## src/rtl/vc_dest_router_pkg.sv

```systemverilog
// Shared definitions for the VC destination router.
//  - router_state_t : FSM state encoding (IDLE/RUN/HOLD)
//  - vc_sel_t       : which virtual channel a popped word came from
package vc_dest_router_pkg;

    typedef enum logic [1:0] {
        ST_IDLE = 2'd0,
        ST_RUN  = 2'd1,
        ST_HOLD = 2'd2
    } router_state_t;

    typedef enum logic {
        SEL_VC0 = 1'b0,
        SEL_VC1 = 1'b1
    } vc_sel_t;

endpackage

```

## src/rtl/vc_priority_arb.sv

```systemverilog
// Pop arbiter for the two virtual channels: VC0 has strict priority,
// but after STARVE_LIMIT consecutive VC0 grants with VC1 waiting, VC1
// is forced one grant.
// Ports:
//  clk, reset_L          clock, synchronous active-low reset
//  pop_en                pops are allowed this cycle (RUN, no pause, out of reset)
//  vc0_empty, vc1_empty  VC FIFO empty flags
//  pop_vc0, pop_vc1      combinational pop strobes (at most one high)
//  grant_sel             source of this cycle's grant (valid when a pop is high)
module vc_priority_arb
    import vc_dest_router_pkg::*;
#(
    parameter int STARVE_LIMIT = 4
) (
    input  logic    clk,
    input  logic    reset_L,
    input  logic    pop_en,
    input  logic    vc0_empty,
    input  logic    vc1_empty,
    output logic    pop_vc0,
    output logic    pop_vc1,
    output vc_sel_t grant_sel
);

    localparam int STARVE_W = $clog2(STARVE_LIMIT + 1);

    logic [STARVE_W-1:0] starve_cnt;
    logic                force_vc1;

    assign force_vc1 = (starve_cnt == STARVE_W'(STARVE_LIMIT)) && !vc1_empty;

    // Empty flags are sampled in the same cycle as the decision, so an
    // empty VC can never be popped.
    always_comb begin
        pop_vc0   = 1'b0;
        pop_vc1   = 1'b0;
        grant_sel = SEL_VC0;
        if (pop_en) begin
            pop_vc0 = !vc0_empty && !force_vc1;
            pop_vc1 = !vc1_empty && (vc0_empty || force_vc1);
        end
        if (pop_vc1) begin
            grant_sel = SEL_VC1;
        end
    end

    // Counts VC0 grants taken while VC1 is waiting; the clear has priority,
    // and a forced VC1 grant suppresses VC0, so the count stops at the limit.
    always_ff @(posedge clk) begin
        if (!reset_L) begin
            starve_cnt <= '0;
        end else if (vc1_empty || pop_vc1) begin
            starve_cnt <= '0;
        end else if (pop_vc0) begin
            starve_cnt <= starve_cnt + STARVE_W'(1);
        end
    end

endmodule

```

## src/rtl/vc_dest_router.sv

```systemverilog
// Drains VC0/VC1 and pushes each word into fifo_d0 or fifo_d1 according
// to word[DEST_BIT]. Pop-to-push latency is 2 cycles, one word per cycle.
// Ports:
//  clk, reset_L          clock, synchronous active-low reset
//  vc0_empty, vc1_empty  VC FIFO empty flags
//  vc0_data, vc1_data    VC FIFO read data (valid the cycle after a pop)
//  pause_d0, pause_d1    backpressure from the destination FIFOs
//  pop_vc0, pop_vc1      pop strobes (combinational)
//  push_d0, push_d1      push strobes (registered)
//  data_d0, data_d1      pushed words (registered, hold when not pushing)
//  cnt_d0, cnt_d1        words pushed per destination since reset (wrapping)
//  idle                  nothing queued, nothing in flight, FSM in IDLE
module vc_dest_router
    import vc_dest_router_pkg::*;
#(
    parameter int DATA_SIZE    = 8,
    parameter int DEST_BIT     = 4,
    parameter int STARVE_LIMIT = 4,
    parameter int CNT_WIDTH    = 8
) (
    input  logic                 clk,
    input  logic                 reset_L,
    input  logic                 vc0_empty,
    input  logic                 vc1_empty,
    input  logic [DATA_SIZE-1:0] vc0_data,
    input  logic [DATA_SIZE-1:0] vc1_data,
    input  logic                 pause_d0,
    input  logic                 pause_d1,
    output logic                 pop_vc0,
    output logic                 pop_vc1,
    output logic                 push_d0,
    output logic                 push_d1,
    output logic [DATA_SIZE-1:0] data_d0,
    output logic [DATA_SIZE-1:0] data_d1,
    output logic [CNT_WIDTH-1:0] cnt_d0,
    output logic [CNT_WIDTH-1:0] cnt_d1,
    output logic                 idle
);

    router_state_t        state_q;
    router_state_t        state_d;
    vc_sel_t              grant_sel;
    vc_sel_t              src_sel;
    logic                 valid1;
    logic                 pause_any;
    logic                 work_pending;
    logic                 pop_en;
    logic [DATA_SIZE-1:0] word;
    logic                 word_dest;

    assign pause_any    = pause_d0 | pause_d1;
    assign work_pending = !vc0_empty || !vc1_empty;

    // The destination is unknown until the word is read, so either pause
    // blocks every pop.
    assign pop_en = reset_L && (state_q == ST_RUN) && !pause_any;

    always_ff @(posedge clk) begin
        if (!reset_L) begin
            state_q <= ST_IDLE;
        end else begin
            state_q <= state_d;
        end
    end

    always_comb begin
        state_d = state_q;
        case (state_q)
            ST_IDLE: begin
                if (work_pending) begin
                    state_d = pause_any ? ST_HOLD : ST_RUN;
                end
            end
            ST_RUN: begin
                if (pause_any) begin
                    state_d = ST_HOLD;
                end else if (!work_pending) begin
                    state_d = ST_IDLE;
                end
            end
            ST_HOLD: begin
                if (!pause_any) begin
                    state_d = work_pending ? ST_RUN : ST_IDLE;
                end
            end
            default: state_d = ST_IDLE;
        endcase
    end

    vc_priority_arb #(
        .STARVE_LIMIT(STARVE_LIMIT)
    ) u_arb (
        .clk       (clk),
        .reset_L   (reset_L),
        .pop_en    (pop_en),
        .vc0_empty (vc0_empty),
        .vc1_empty (vc1_empty),
        .pop_vc0   (pop_vc0),
        .pop_vc1   (pop_vc1),
        .grant_sel (grant_sel)
    );

    // Remember which VC was popped; its read data appears next cycle.
    always_ff @(posedge clk) begin
        if (!reset_L) begin
            valid1  <= 1'b0;
            src_sel <= SEL_VC0;
        end else begin
            valid1  <= pop_vc0 | pop_vc1;
            src_sel <= grant_sel;
        end
    end

    assign word      = (src_sel == SEL_VC1) ? vc1_data : vc0_data;
    assign word_dest = word[DEST_BIT];

    // Capture the read word straight into the selected destination register;
    // the counter steps on the same edge that raises the push.
    always_ff @(posedge clk) begin
        if (!reset_L) begin
            push_d0 <= 1'b0;
            push_d1 <= 1'b0;
            data_d0 <= '0;
            data_d1 <= '0;
            cnt_d0  <= '0;
            cnt_d1  <= '0;
        end else begin
            push_d0 <= valid1 && !word_dest;
            push_d1 <= valid1 && word_dest;
            if (valid1 && !word_dest) begin
                data_d0 <= word;
                cnt_d0  <= cnt_d0 + CNT_WIDTH'(1);
            end
            if (valid1 && word_dest) begin
                data_d1 <= word;
                cnt_d1  <= cnt_d1 + CNT_WIDTH'(1);
            end
        end
    end

    assign idle = (state_q == ST_IDLE) && !work_pending && !valid1;

endmodule

```

## config.mk

```make
export PLATFORM = sky130hd
export DESIGN_NAME = vc_dest_router
export DESIGN_NICKNAME = d
export VERILOG_FILES = /design/src/rtl/vc_dest_router_pkg.sv /design/src/rtl/vc_priority_arb.sv /design/src/rtl/vc_dest_router.sv
export SDC_FILE = /design/constraint.sdc
export NUM_CORES = 1
export LEC_CHECK = 0
export BUFFER_PORTS_ARGS = -buffer_cell sky130_fd_sc_hd__clkbuf_2
export CORE_MARGIN = 1.5
export CORE_UTILIZATION = 40
export CTS_BUF_LIST = sky130_fd_sc_hd__clkbuf_8
export CTS_CLUSTER_SIZE = 30
export DETAILED_ROUTE_END_ITERATION = 7
export HOLD_SLACK_MARGIN = 0.08
export PLACE_DENSITY = 0.65
export SYNTH_ARGS = -nofsm -noshare
export SYNTH_HDL_FRONTEND = slang
export SYNTH_SLANG_ARGS = --single-unit
```

## constraint.sdc

```tcl
create_clock -name clk -period 2 [get_ports clk]
set_input_delay 0.1 -clock clk [delete_from_list [all_inputs] [get_ports clk]]
set_output_delay 0.1 -clock clk [all_outputs]
set_load 0.02 [all_outputs]
```

==> impl_metrics.ini <==
[routing]
drc = 0
viasPerCell = 5.503
detail_route.wl_per_cell_um = 13.28
postRouteAntennaNets = 0
drt-initial-drc-count = 69
via_count = 1717
first_pass_iters = 4
finalWirelength_mm = 4.143

[global_routing]
antenna_found_initial = 0
grt_pass1_vias = 1552
grtUsageTotal_pct = 17.50
grt_overflow = 0
grt_pass1_wl_mm = 6.989
grt_max_degree = 26

[synthesis]
yosys_warnings = 0
synth_area_leaders = dfxtp_1 (45%), a21oi_1 (7.5%), mux2i_1 (6.7%)
async_flop_share_pct = 0
syn-cell-area_sq_um = 1804
synth.distinct_cells = 33
synth_top_area_share_pct = 45.49
synth-simple-area-share_pct = 19.07
avgSynthCellArea_sq_um = 9.021
synth-xor-area-share_pct = 0
yosysSeqAreaShare_pct = 45.49
yosysMostFrequentCell = dfxtp_1
synth_top_family_by_area = compound AO/OA/AOI/OAI gates
synthMuxAreaShare_pct = 7.490
yosysTopAreaCell = dfxtp_1
synth_fa_ha_area_share_pct = 2.774
synth_ff_type = dfxtp_1
synth_nets = 226
synth_edf_count = 0
synth-compound-area-share_pct = 20.18
synth_common_cells = dfxtp_1 (41), a21oi_1 (27), nand2_1 (18)
synth_seq_cells = 41
synthCells = 200

[floorplanning]
die_width_um = 70.16
start_util_pct = 41.44
die_h_um = 70.16
rows = 24
top_level_ports = 59
core_sq_um = 4354
die_area_sq_um = 4922

[timing]
final-max-slew-violation-count = 0
worst_pin_slew_ns = 0.6199
holdWs_ns = 0.09330
tns_ns = 0
setup_slack_ns = 0.2259
max_freq_mhz = 563.7
finalCritPeriodShare_pct = 88.71
finalClockSkew_ns = 0.009734
fin_crit_ns = 1.774
grt_setup_unrepaired = no
setup_viol = 0
report.final.hold_viol_count = 0
slew_headroom_pct = 58.52

[worst_setup_path]
r2r-start = src_sel$_SDFF_PN0_
cpLargestDelayFamily = simple AND/OR/NAND/NOR gates
critPathMaxFanout = 4
cpMaxStageDelayCell = nor4b_2
crit_start = state_q[1]$_SDFFE_PN0P_
worstSetupEndpointType = primary output
crit_buf_inv = 1
max_stage_delay_ns = 0.44
cp_data_arrival_time_ns = 1.67
path_cells = nor4b_2, nand2_1, nor3_1, clkbuf_2
start_kind = flip-flop
critPathKind = reg -> out
required_ns = 1.90

[pwr]
pwr-share-seq_pct = 51.6
p_per_area_nw_per_um2 = 703.2
ir_drop_v = 0.0004345
p_clk_share_pct = 42.7
p_sw_mw = 0.3396
p_int_mw = 1.256
p_comb_share_pct = 5.7
swShare_pct = 21.28
leakage_nw = 0.8937

[clocking]
clkSlewWorstSetupHoldPaths_ns = 0.08
cts-root-buf = clkbuf_8
clockBufferDepth = 2
tritoncts = done
numCtsBuffers = 5
cts.sinks = 41
h-tree-depth = 2
worstSkewPairLatency_ns = 0.29

[placed_design]
gp_congestion = 0.7593
hpwl_mm = 2.947
io_buffers = 58
post-place-ws_ns = 0.2866

[run_status]
status = finished clean

[cells_and_area]
antenna_cells = 0
fin_nets = 285
layout-drive-gt1-share_pct = 28.08
area_growth_pct = 25.80

[hold_path]
hp-start = vc1_empty
hold_path_class = in -> reg

[flow_run]
drv_cap = 0
==> registers in the layout (all words and copies together) (netlist names) <==
signal / flops
valid1: 1
data_d0: 8
src_sel: 1
data_d1: 8
u_arb.starve_cnt: 3
push_d1: 1
cnt_d0: 8
state_q: 2
push_d0: 1
cnt_d1: 8
==> worst paths after layout <==
| path | depth (start not counted) | slack [ns] | to |
|---|---|---|---|
| max | 4 | 0.23 | pop_vc1 |
| min | 2 | 0.09 | valid1$_SDFF_PN0_ |
| max reg2reg | 3 | 0.27 | data_d0[2]$_SDFFE_PN0P_ |
| min reg2reg | 2 | 0.43 | data_d0[4]$_SDFFE_PN0P_ |
==> kinds of logic (layout without fill, tap and decap cells) <==
logic type      Yosys count  count (layout)
simple gates             64              64
compound gates           59              59
flops                    41              41
buf+inv                  19              79
mux                      13              13
fa+ha+maj                 4               4
==> layer usage <==
| metal | global-route usage (%) | part of all wire, % |
|---|---|---|
| met5 | 0 | 0 |
| met4 | 5.983 | 1.8 |
| met3 | 5.628 | 5.2 |
| met2 | 27.30 | 45 |
| met1 | 22.89 | 48 |
==> layout make-up <==
cell class,count,area [sq um]
tap,52,65.06
clock inverter,2,33.78
clock buffer,6,82.58
fill,427,2085
inverter,7,26.28
timing repair buffer,64,337.8
sequential,41,820.8
multi-input combinational,140,903.4
==> power groups by stage <==
stage | clock [mW] | sequential [mW] | combinational (mW)
final | 0.682 | 0.823 | 0.0907
after global routing | 0.727 | 0.824 | 0.102
after CTS | 0.696 | 0.823 | 0.0916
after detailed placement | 0 | 0.842 | 0.0894
after global placement | 0 | 0.842 | 0.0884
after floorplan | 0 | 0.843 | 0.0500
==> metrics by stage <==
step | power, mW | instances | area, sq um | util, %
final | 1.596 | 312 | 2270 | 52.13
after global placement | 0.9305 | 303 | 2137 | 49.08
after floorplan | 0.8929 | 200 | 1804 | -
after CTS | 1.611 | 312 | 2270 | 52.13
after detailed placement | 0.9313 | 303 | 2137 | 49.08
after global routing | 1.653 | 312 | 2270 | 52.13
==> cells in the final DEF (no fill, tap or decap), types with 4 or more instances in the layout <==
cell type,instances
dfxtp_1,41
a21oi_1,27
a211oi_1,14
or4_1,6
nand2_1,18
mux2i_1,11
clkbuf_8,6
inv_1,7
clkbuf_2,58
o31ai_1,6
ha_1,4
nand2b_1,5
buf_4,5
nor3_1,6
nand3_1,8
o21ai_0,5
nor2_1,5
==> what timing repair did <==
item,4_1_cts,5_1_grt
setup buffers,0,0
hold endpoints to repair,1,0
setup endpoints to repair,1,0
hold buffers,1,0
gates resized for setup,1,0
No activity file was read; power rests on OpenSTA's default activity.
